`src/rtl/axi_lite_rr_arbiter_if.sv`:
```
// ---------------------------------------------------------------------------
// axi_lite_rr_arbiter_if
//   Handshake bundle between the AXI-Lite bridge datapath and its round-robin
//   arbiter.
//
//   Parameters:
//     N_MASTERS   number of requesting masters (2..16)
//
//   Signals:
//     wr_req / rd_req          per-master aw_valid / ar_valid
//     b_done / r_done          slave-side response handshake completed
//     wr_gnt / rd_gnt          one-hot registered grants
//     wr_gnt_idx / rd_gnt_idx  binary index of the current (or last) winner
//     wr_busy / rd_busy        channel currently owned
//     wr_timeout / rd_timeout  one-cycle watchdog expiry pulse
//
//   Modports:
//     master  bridge side: drives requests and done strobes, observes grants
//     slave   arbiter side: consumes requests and done strobes, drives grants
// ---------------------------------------------------------------------------
interface axi_lite_rr_arbiter_if #(
   parameter int unsigned N_MASTERS = 4
);
   localparam int unsigned IDX_W = $clog2(N_MASTERS);

   logic [N_MASTERS-1:0] wr_req;
   logic [N_MASTERS-1:0] rd_req;
   logic                 b_done;
   logic                 r_done;
   logic [N_MASTERS-1:0] wr_gnt;
   logic [IDX_W-1:0]     wr_gnt_idx;
   logic                 wr_busy;
   logic [N_MASTERS-1:0] rd_gnt;
   logic [IDX_W-1:0]     rd_gnt_idx;
   logic                 rd_busy;
   logic                 wr_timeout;
   logic                 rd_timeout;

   modport master (
      output wr_req, rd_req, b_done, r_done,
      input  wr_gnt, wr_gnt_idx, wr_busy, rd_gnt, rd_gnt_idx, rd_busy,
      input  wr_timeout, rd_timeout
   );

   modport slave (
      input  wr_req, rd_req, b_done, r_done,
      output wr_gnt, wr_gnt_idx, wr_busy, rd_gnt, rd_gnt_idx, rd_busy,
      output wr_timeout, rd_timeout
   );
endinterface

```
`src/rtl/axi_lite_rr_arbiter.sv`:
```
// ---------------------------------------------------------------------------
// axi_lite_rr_arbiter
//   Fair round-robin arbiter for the N-to-1 AXI-Lite bridge. Two independent
//   engines (write, read) each grant the shared slave port to one master and
//   hold that grant until the response handshake completes, so transactions
//   never interleave on a channel.
//
//   Parameters:
//     N_MASTERS       number of masters, 2..16
//     TIMEOUT_CYCLES  watchdog limit in OWN cycles (>= 2), watchdog builds only
//
//   Ports:
//     clk    single clock, posedge
//     rst_n  asynchronous active-low reset
//     bus    axi_lite_rr_arbiter_if.slave: requests/done in, grants out
//
//   Build option:
//     AXIL_ARB_TIMEOUT_EN  when defined, each engine has a watchdog that
//                          releases a grant after TIMEOUT_CYCLES OWN cycles
//                          without done and pulses wr_timeout/rd_timeout.
//                          When undefined, timeouts are tied low.
// ---------------------------------------------------------------------------
module axi_lite_rr_arbiter #(
   parameter int unsigned N_MASTERS      = 4,
   parameter int unsigned TIMEOUT_CYCLES = 256
) (
   input logic                  clk,
   input logic                  rst_n,
   axi_lite_rr_arbiter_if.slave bus
);
   localparam int unsigned IDX_W = $clog2(N_MASTERS);

   if (N_MASTERS < 2 || N_MASTERS > 16) begin : g_bad_n_masters
      $error("N_MASTERS must be in 2..16");
   end
   if (TIMEOUT_CYCLES < 2) begin : g_bad_timeout
      $error("TIMEOUT_CYCLES must be >= 2");
   end

   typedef enum logic [0:0] {
      StIdle = 1'b0,
      StOwn  = 1'b1
   } state_e;

   // Channel 0 = write, channel 1 = read.
   logic [N_MASTERS-1:0] req     [2];
   logic                 done    [2];
   logic [N_MASTERS-1:0] gnt     [2];
   logic [IDX_W-1:0]     gnt_idx [2];
   logic                 busy    [2];
   logic                 timeout [2];

   assign req[0]  = bus.wr_req;
   assign req[1]  = bus.rd_req;
   assign done[0] = bus.b_done;
   assign done[1] = bus.r_done;

   assign bus.wr_gnt     = gnt[0];
   assign bus.wr_gnt_idx = gnt_idx[0];
   assign bus.wr_busy    = busy[0];
   assign bus.wr_timeout = timeout[0];
   assign bus.rd_gnt     = gnt[1];
   assign bus.rd_gnt_idx = gnt_idx[1];
   assign bus.rd_busy    = busy[1];
   assign bus.rd_timeout = timeout[1];

   for (genvar ch = 0; ch < 2; ch++) begin : g_chan
      state_e               state_q, state_d;
      logic [IDX_W-1:0]     ptr_q, ptr_d;
      logic [IDX_W-1:0]     idx_q, idx_d;
      logic [N_MASTERS-1:0] gnt_q, gnt_d;
      logic [IDX_W-1:0]     win;
      logic                 found;
      logic                 expire;

      // First requester at or above ptr, wrapping past N_MASTERS-1 to 0.
      always_comb begin
         int unsigned cand;
         found = 1'b0;
         win   = ptr_q;
         cand  = 0;
         for (int unsigned off = 0; off < N_MASTERS; off++) begin
            cand = (32'(ptr_q) + off) % N_MASTERS;
            if (!found && req[ch][IDX_W'(cand)]) begin
               found = 1'b1;
               win   = IDX_W'(cand);
            end
         end
      end

      always_comb begin
         state_d = state_q;
         ptr_d   = ptr_q;
         idx_d   = idx_q;
         gnt_d   = gnt_q;
         unique case (state_q)
            StIdle: begin
               // A done strobe here is spurious and deliberately ignored.
               if (found) begin
                  state_d    = StOwn;
                  idx_d      = win;
                  gnt_d      = '0;
                  gnt_d[win] = 1'b1;
               end
            end
            StOwn: begin
               // Requests are ignored while owned; only completion releases.
               if (done[ch] || expire) begin
                  state_d = StIdle;
                  gnt_d   = '0;
                  ptr_d   = (idx_q == IDX_W'(N_MASTERS - 1)) ? '0 : idx_q + 1'b1;
               end
            end
            default: begin
               state_d = StIdle;
               gnt_d   = '0;
            end
         endcase
      end

      always_ff @(posedge clk or negedge rst_n) begin
         if (!rst_n) begin
            state_q <= StIdle;
            ptr_q   <= '0;
            idx_q   <= '0;
            gnt_q   <= '0;
         end else begin
            state_q <= state_d;
            ptr_q   <= ptr_d;
            idx_q   <= idx_d;
            gnt_q   <= gnt_d;
         end
      end

`ifdef AXIL_ARB_TIMEOUT_EN
      localparam int unsigned CNT_W = $clog2(TIMEOUT_CYCLES + 1);

      logic [CNT_W-1:0] cnt_q, cnt_d;
      logic             timeout_q, timeout_d;

      // cnt_q counts completed OWN cycles; the last allowed cycle sees T-1.
      assign expire = (state_q == StOwn) && (cnt_q == CNT_W'(TIMEOUT_CYCLES - 1));

      always_comb begin
         cnt_d     = '0;
         timeout_d = 1'b0;
         if (state_q == StOwn) begin
            if (!done[ch] && !expire) begin
               cnt_d = cnt_q + 1'b1;
            end
            // Done on the expiry cycle wins: no pulse.
            timeout_d = expire && !done[ch];
         end
      end

      always_ff @(posedge clk or negedge rst_n) begin
         if (!rst_n) begin
            cnt_q     <= '0;
            timeout_q <= 1'b0;
         end else begin
            cnt_q     <= cnt_d;
            timeout_q <= timeout_d;
         end
      end

      assign timeout[ch] = timeout_q;
`else
      assign expire      = 1'b0;
      assign timeout[ch] = 1'b0;
`endif

      assign gnt[ch]     = gnt_q;
      assign gnt_idx[ch] = idx_q;
      assign busy[ch]    = (state_q == StOwn);
   end
endmodule

```
`src/flat_wrapper.sv`:
```
// flat-port wrapper written by rule: the top's interface ports become plain ports
module axi_lite_rr_arbiter_flat 
#(
   parameter int unsigned N_MASTERS      = 4,
   parameter int unsigned TIMEOUT_CYCLES = 256
)
  (clk, rst_n, bus_wr_req, bus_rd_req, bus_b_done, bus_r_done, bus_wr_gnt, bus_wr_gnt_idx, bus_wr_busy, bus_rd_gnt, bus_rd_gnt_idx, bus_rd_busy, bus_wr_timeout, bus_rd_timeout);
  axi_lite_rr_arbiter_if #(.N_MASTERS(N_MASTERS)) bus_i ();
  input logic clk;
  input logic rst_n;
  input wire logic [$bits(bus_i.wr_req)-1:0] bus_wr_req;
  input wire logic [$bits(bus_i.rd_req)-1:0] bus_rd_req;
  input wire logic [$bits(bus_i.b_done)-1:0] bus_b_done;
  input wire logic [$bits(bus_i.r_done)-1:0] bus_r_done;
  output wire logic [$bits(bus_i.wr_gnt)-1:0] bus_wr_gnt;
  output wire logic [$bits(bus_i.wr_gnt_idx)-1:0] bus_wr_gnt_idx;
  output wire logic [$bits(bus_i.wr_busy)-1:0] bus_wr_busy;
  output wire logic [$bits(bus_i.rd_gnt)-1:0] bus_rd_gnt;
  output wire logic [$bits(bus_i.rd_gnt_idx)-1:0] bus_rd_gnt_idx;
  output wire logic [$bits(bus_i.rd_busy)-1:0] bus_rd_busy;
  output wire logic [$bits(bus_i.wr_timeout)-1:0] bus_wr_timeout;
  output wire logic [$bits(bus_i.rd_timeout)-1:0] bus_rd_timeout;
  assign bus_i.wr_req = bus_wr_req;
  assign bus_i.rd_req = bus_rd_req;
  assign bus_i.b_done = bus_b_done;
  assign bus_i.r_done = bus_r_done;
  assign bus_wr_gnt = bus_i.wr_gnt;
  assign bus_wr_gnt_idx = bus_i.wr_gnt_idx;
  assign bus_wr_busy = bus_i.wr_busy;
  assign bus_rd_gnt = bus_i.rd_gnt;
  assign bus_rd_gnt_idx = bus_i.rd_gnt_idx;
  assign bus_rd_busy = bus_i.rd_busy;
  assign bus_wr_timeout = bus_i.wr_timeout;
  assign bus_rd_timeout = bus_i.rd_timeout;
  axi_lite_rr_arbiter #(.N_MASTERS(N_MASTERS), .TIMEOUT_CYCLES(TIMEOUT_CYCLES)) u_core (.clk(clk), .rst_n(rst_n), .bus(bus_i));
endmodule
```
`config.mk`:
```
export PLATFORM = sky130hd
export DESIGN_NAME = axi_lite_rr_arbiter_flat
export DESIGN_NICKNAME = d
export VERILOG_FILES = /design/src/rtl/axi_lite_rr_arbiter_if.sv /design/src/rtl/axi_lite_rr_arbiter.sv /design/src/flat_wrapper.sv
export SDC_FILE = /design/constraint.sdc
export NUM_CORES = 1
export LEC_CHECK = 0
export CAP_MARGIN = 20
export CORE_MARGIN = 2
export CORE_UTILIZATION = 47
export DETAILED_ROUTE_END_ITERATION = 6
export PLACE_DENSITY = 0.78
export SYNTH_ARGS = -nofsm -noshare
export SYNTH_HDL_FRONTEND = slang
export SYNTH_SLANG_ARGS = --single-unit
```
`constraint.sdc`:
```
create_clock -name clk -period 2 [get_ports clk]
set_input_delay 0.3 -clock clk [delete_from_list [all_inputs] [get_ports clk]]
set_output_delay 0.3 -clock clk [all_outputs]
set_load 0.02 [all_outputs]
```
==> results.json, run 1 <==
{
  "ctsHoldBuffers": 0,
  "crit_chain": "clkdlybuf4s50_1",
  "cap_violations": 0,
  "fill_cells": 179,
  "leakage_nw": 0.604,
  "worstSkewPairLatency_ns": 0.28,
  "cts_buffer_depth": 2,
  "cts.sinks": 18,
  "die_h_um": 50.8,
  "hp-class": "in -> async",
  "vias_per_cell": 5.42,
  "port_buffers": 25,
  "cts_made_buffers": 3,
  "path_class": "reg -> out",
  "vdd_drop_max_mv": 0.791,
  "crit_buf_inv": 1,
  "die_w_um": 50.8,
  "fp.dieArea_mm2": 0.00258,
  "antenna_cells": 0,
  "cpPeakStageDelay_ns": 0.65,
  "drt-wirelength-per-cell_um": 12.5,
  "min_period_ns": 1.73,
  "cts_root_buffer": "clkbuf_4",
  "rows": 16,
  "gp_congestion": 0.765,
  "dr.pass1.iters": 4,
  "nNetsFinal": 158,
  "crit_arrival_ns": 1.43,
  "htree_levels": 1,
  "p_per_area_mw_per_mm2": 1030,
  "syn_inst": 109,
  "r2r-start": "u_core.g_chan[1].ptr_q[1]",
  "cts_tree": "done",
  "first_global_vias": 810,
  "setup_violations": 0,
  "yosysSeqAreaShare": 0.438,
  "grt-ovfl-total": 0,
  "drc": 0,
  "total_power_w": 0.00140,
  "core-area_mm2": 0.00202,
  "fin_crit_sh": 0.866,
  "fin_setup_tns_ns": 0,
  "fmax_mhz": 577,
  "area_growth_pct": 33.1,
  "slew_viol_final": 0,
  "grt_max_degree": 19,
  "syn_area_mm2": 0.00103,
  "antenna_found_initial": 0,
  "hold_viol": 0,
  "startpoint_type": "flop",
  "ios": 28,
  "critPathTopFamily": "buffers and inverters",
  "cp.required_ns": 1.70,
  "ant_nets": 0,
  "skew_ns": 0.00481,
  "crit_slowest_cell": "clkdlybuf4s50_1",
  "rsz0062_at_grt": "false",
  "dp_hpwl_mm": 1.62,
  "grtUsageTotal": 0.180,
  "drtIter0Drc": 10,
  "wirelength_mm": 2.11,
  "cts_resized": 0,
  "critPathCaptureType": "output pin",
  "initial_core_util": 0.509,
  "postSynthAreaPerCell_um2": 9.44,
  "ys_types": 29,
  "grt_pass1_wl_mm": 3.40,
  "clkTransAtPathRegs_ns": 0.10,
  "critical_path.max_fanout": 10,
  "via_count": 916,
  "postCtsSetupBuffers": 0,
  "run_status": "complete, no violations",
  "ys_ff_latch": 18,
  "drive_above_1_share": 0.127,
  "startpoint": "u_core.bus.wr_busy",
  "synth_warnings": 0
}
per-stage QoR:
| stage | utilization | instance area [µm²] | instances | hold slack [ns] | setup slack [ns] |
|---|---|---|---|---|---|
| after CTS | 0.677 | 1370 | 169 | 0.335 | 0.251 |
| after global placement | 0.666 | 1350 | 166 | 0.500 | 0.0700 |
| after detailed placement | 0.666 | 1350 | 166 | 0.504 | -0.0141 |
| after global routing | 0.677 | 1370 | 169 | 0.330 | 0.180 |
| after floorplan | - | 1030 | 110 | 0.00441 | 0.532 |
| final | 0.677 | 1370 | 169 | 0.332 | 0.268 |
cell usage after synthesis:
library cell | count | area, µm²
nand3b_1 | 2 | 15.0
conb_1 | 1 | 3.75
o21ai_1 | 4 | 20.0
or2_2 | 2 | 12.5
o221ai_1 | 1 | 8.76
or4b_1 | 1 | 10.0
o221ai_2 | 1 | 15.0
nor2_1 | 2 | 7.51
nand2_1 | 18 | 67.6
nor2b_1 | 6 | 37.5
a21o_1 | 2 | 15.0
or3b_1 | 1 | 8.76
mux2i_1 | 2 | 20.0
or2_0 | 1 | 6.26
nor4_4 | 1 | 21.3
o31ai_1 | 2 | 15.0
nor4_2 | 1 | 12.5
and3b_1 | 4 | 35.0
inv_1 | 4 | 15.0
mux2_2 | 4 | 45.0
or3_1 | 1 | 6.26
dfrtp_1 | 18 | 450
ha_1 | 2 | 25.0
nand2b_1 | 2 | 12.5
o31a_1 | 2 | 17.5
o21ai_0 | 11 | 55.1
nand3_1 | 2 | 10.0
buf_4 | 2 | 15.0
a21oi_1 | 9 | 45.0
area by class of cell:
cell class / instances / area, µm² / area share
clock buffer: 3 / 22.5 / 0.0165
inverter: 4 / 15.0 / 0.0110
multi-input combinational: 86 / 552 / 0.403
sequential: 18 / 450 / 0.329
tap: 27 / 33.8 / 0.0247
timing repair buffer: 31 / 295 / 0.216
state kept, by name, summed over array words and instances, names as in the netlist:
| signal | flops |
|---|---|
| u_core.bus.wr_gnt_idx | 2 |
| u_core.bus.rd_gnt_idx | 2 |
| u_core.bus.wr_gnt | 4 |
| u_core.bus.wr_busy | 1 |
| u_core.bus.rd_busy | 1 |
| u_core.g_chan.ptr_q | 4 |
| u_core.bus.rd_gnt | 4 |
logic make-up (layout without fill, tap and decap cells):
group / after synthesis / count (layout) / share of synthesized area
multiplexers: 6 / 6 / 0.0633
flip-flops: 18 / 18 / 0.438
other: 1 / 2 / 0.00365
AND/OR/NAND/NOR: 44 / 44 / 0.255
adder cells (fa/ha/maj): 2 / 2 / 0.0243
AO/OA/AOI/OAI: 32 / 32 / 0.186
buffers and inverters: 6 / 38 / 0.0292
cells in the final DEF (no fill, tap or decap), types with 3 or more instances in the layout:
master	n
nand2_1	18
clkdlybuf4s50_1	25
clkbuf_4	3
inv_1	4
nor2b_1	6
dfrtp_1	18
a21oi_1	9
buf_4	6
and3b_1	4
o21ai_0	11
mux2_2	4
o21ai_1	4
power by group:
group	internal, W	switching [W]
Clock	0.0000699	0.000105
Combinational	0.000317	0.000311
Sequential	0.000479	0.000122
Total	0.000866	0.000538
routing by layer:
| layer | vias up | share of wire | GRT usage |
|---|---|---|---|
| li1 | 453 | - | - |
| met1 | 434 | 0.45 | 0.204 |
| met2 | 27 | 0.50 | 0.329 |
| met3 | 2 | 0.049 | 0.0298 |
| met4 | 0 | 0.0047 | 0.0766 |
| met5 | - | 0 | 0 |
path summary, 6_finish.rpt:
check                                            end  slack [ns]  cells past startpoint
max reg2reg                     u_core.bus.rd_gnt[0]        0.41                      5
min in group clk           u_core.g_chan[0].ptr_q[0]        0.52                      1
min reg2reg                u_core.g_chan[0].ptr_q[0]        0.52                      1
min                               u_core.bus.wr_busy        0.33                      2
max in group asynchronous  u_core.g_chan[0].ptr_q[0]        1.47                      2
max                                      bus_wr_busy        0.27                      1
No activity file was read; power rests on OpenSTA's default activity.
==> run 2: changes to the inputs <==
--- a/config.mk
+++ b/config.mk
@@ -5,11 +5,12 @@
 export SDC_FILE = /design/constraint.sdc
 export NUM_CORES = 1
 export LEC_CHECK = 0
+export ABC_AREA = 1
 export CAP_MARGIN = 20
 export CORE_MARGIN = 2
-export CORE_UTILIZATION = 47
+export CORE_UTILIZATION = 51
 export DETAILED_ROUTE_END_ITERATION = 6
-export PLACE_DENSITY = 0.78
+export PLACE_DENSITY = 0.79
 export SYNTH_ARGS = -nofsm -noshare
 export SYNTH_HDL_FRONTEND = slang
 export SYNTH_SLANG_ARGS = --single-unit
==> run 2 against run 1 <==
  * Register-to-register slack worse by 0.17 ns
  * Combinational power rose to 3.6 times the previous value
  * Clock-buffer cell count rose by 1
  * Sequential share of layout area down 7.2 points
  * Maximum frequency is 1.4% lower
  * Critical endpoint is now u_core.bus.wr_gnt[3]
  * Utilization down 3.1 points
  * Die area up 25%
  * Worst setup slack lost 0.025 ns
  * Critical path depth grew 11
  * First-iteration DRC count increased to 7.5 times the previous value
==> results.json, run 2 <==
{
  "grtUsageTotal": 0.204,
  "yosysMostFrequentCell": "nand2_1",
  "wl_met3_um": 135,
  "run_status": "complete, no violations",
  "layout_commonest_cell": "nand2_1",
  "leakage_nw": 0.966,
  "initial_core_util": 0.524,
  "postSynthAreaPerCell_um2": 6.21,
  "final_cell_mix": "nand2_1 (122), nand3_1 (25), clkdlybuf4s50_1 (25)",
  "nNetsFinal": 274,
  "critPathCaptureType": "flop",
  "cap_violations": 0,
  "setup_violations": 0,
  "drtIter0Drc": 75,
  "ctsHoldBuffers": 0,
  "cts_buffer_depth": 2,
  "switching_share": 0.541,
  "wl_met1_mm": 1.51,
  "topRoutingLayerUsed": "met4",
  "drive_above_1_share": 0.131,
  "met2WireLength_mm": 1.38,
  "dp_hpwl_mm": 2.34,
  "internal_power_w": 0.00143,
  "cts.sinks": 18,
  "syn_area_mm2": 0.00142,
  "multi_input_area_um2": 867,
  "crit_arrival_ns": 1.99,
  "drt-wirelength-per-cell_um": 10.6,
  "ys_ff_latch": 18,
  "fill_cells": 249,
  "synth_flop_cell": "dfrtp_1",
  "die_w_um": 56.8,
  "cts_tree": "done",
  "synth_edf_count": 0,
  "total_power_w": 0.00311,
  "dr.pass1.iters": 4,
  "p_clk_frac": 0.070,
  "min_period_ns": 1.76,
  "fp.dieArea_mm2": 0.00323,
  "die_h_um": 56.8,
  "yosysTopAreaCell": "nand2_1",
  "p_switching_w": 0.00168,
  "critical_path.max_fanout": 7,
  "synth_commonest_cells": "nand2_1 (123), nand3_1 (25), dfrtp_1 (18), inv_1 (11), inv_2 (8)",
  "stdcell_count": 290,
  "hp-class": "in -> async",
  "cts_made_buffers": 3,
  "final-seq-area_um2": 450,
  "antenna_cells": 0,
  "htree_levels": 1,
  "synth_warnings": 0,
  "p_seq_frac": 0.213,
  "antenna_found_initial": 0,
  "ios": 28,
  "vias_per_cell": 5.01,
  "vdd_drop_max_mv": 1.19,
  "p_per_area_mw_per_mm2": 1780,
  "skew_ns": 0.000731,
  "cp.required_ns": 2.24,
  "gp_congestion": 0.866,
  "hold_viol": 0,
  "first_global_vias": 1306,
  "slew_viol_final": 0,
  "comb_power_share": 0.718,
  "fmax_mhz": 569,
  "wirelength_mm": 3.06,
  "syn_inst": 229,
  "postCtsSetupBuffers": 0,
  "cts_root_buffer": "clkbuf_4",
  "worstSkewPairLatency_ns": 0.29,
  "rows": 19,
  "rsz0062_at_grt": "false",
  "area_growth_pct": 23.2,
  "port_buffers": 25,
  "place_inst": 286,
  "ys_types": 24,
  "grt_pass1_wl_mm": 5.30,
  "fin_crit_sh": 0.878,
  "synth_top_area_share": 0.325,
  "yosysSeqAreaShare": 0.317,
  "fin_setup_tns_ns": 0,
  "drc": 0,
  "ant_nets": 0,
  "startpoint_type": "flop",
  "path_class": "reg -> reg",
  "grt-ovfl-total": 0,
  "synth_area_leaders": "nand2_1 (32%), dfrtp_1 (32%), nand3_1 (8.8%)",
  "clkTransAtPathRegs_ns": 0.09,
  "async_flop_share": 1.00,
  "via_count": 1452,
  "utilization": 0.646,
  "grt_max_degree": 19,
  "core-area_mm2": 0.00271
}
==> run 2: cells by family (layout without fill, tap and decap cells) <==
kind of cell	Yosys count	count (layout)	synth area share
DFF	18	18	0.317
adders and majority gates	2	2	0.0176
other	1	2	0.00264
buffers and inverters	24	53	0.0775
AOI/OAI and AO/OA	9	9	0.0431
and+or+nand+nor	175	175	0.542
==> run 2: area by class of cell <==
class	instances	share of cell area
sequential	18	0.257
clock buffer	4	0.0207
timing repair buffer	30	0.164
tap	31	0.0221
inverter	19	0.0407
multi-input combinational	188	0.495
==> run 2: final timing paths <==
| kind | startpoint | end | slack, ns | cells past startpoint |
|---|---|---|---|---|
| max in group asynchronous | rst_n | u_core.g_chan[0].ptr_q[0] | 1.48 | 2 |
| setup / recovery | u_core.g_chan[0].ptr_q[0] | u_core.bus.wr_gnt[3] | 0.24 | 12 |
| hold reg to reg | u_core.bus.rd_gnt[0] | u_core.bus.rd_gnt[0] | 0.50 | 2 |
| min in group clk | u_core.bus.rd_gnt[0] | u_core.bus.rd_gnt[0] | 0.50 | 2 |
| hold / removal | rst_n | u_core.bus.rd_gnt[2] | 0.33 | 2 |
| setup reg to reg | u_core.g_chan[0].ptr_q[0] | u_core.bus.wr_gnt[3] | 0.24 | 12 |
==> run 2: per-layer routing <==
layer	global-route usage	up-vias
met2	0.342	23
met4	0.0565	0
met1	0.263	640
met5	0	-
li1	-	782
met3	0.0461	7
==> run 2: timing repair <==
| action | 4_1_cts | 5_1_grt |
|---|---|---|
| endpoints found under the setup margin | 0 | 2 |
| resized for setup | 0 | 1 |
| hold endpoints to repair | 0 | 0 |
==> run 2: through the flow <==
| stage | setup slack (ns) | cell area [µm²] | hold slack [ns] |
|---|---|---|---|
| 2_1_floorplan | 0.440 | 1430 | 0.00441 |
| 3_3_place_gp | 0.117 | 1710 | 0.465 |
| 3_5_place_dp | 0.0895 | 1710 | 0.472 |
| 4_1_cts | 0.182 | 1750 | 0.324 |
| 5_1_grt | 0.0437 | 1750 | 0.339 |
| 6_report | 0.243 | 1750 | 0.329 |
==> run 2: power by group through the flow <==
stage          Combinational [W]  Clock [W]  Sequential (W)
3_3_place_gp             0.00219          0        0.000668
5_1_grt                  0.00252   0.000248        0.000682
6_report                 0.00223   0.000217        0.000662
3_5_place_dp             0.00221          0        0.000667
4_1_cts                  0.00223   0.000224        0.000663
2_1_floorplan            0.00152          0        0.000770
==> run 2: critical path, cell delays in order, from the launching register on <==
cell	delay, ns
dfrtp_1	0.44
buf_4	0.19
nand2_1	0.07
nand3_1	0.09
nand2_2	0.14
inv_2	0.08
nor2_8	0.11
nand2_2	0.07
o21ai_4	0.17
inv_2	0.08
nor2_4	0.13
nand2_1	0.07
nand2_1	0.07
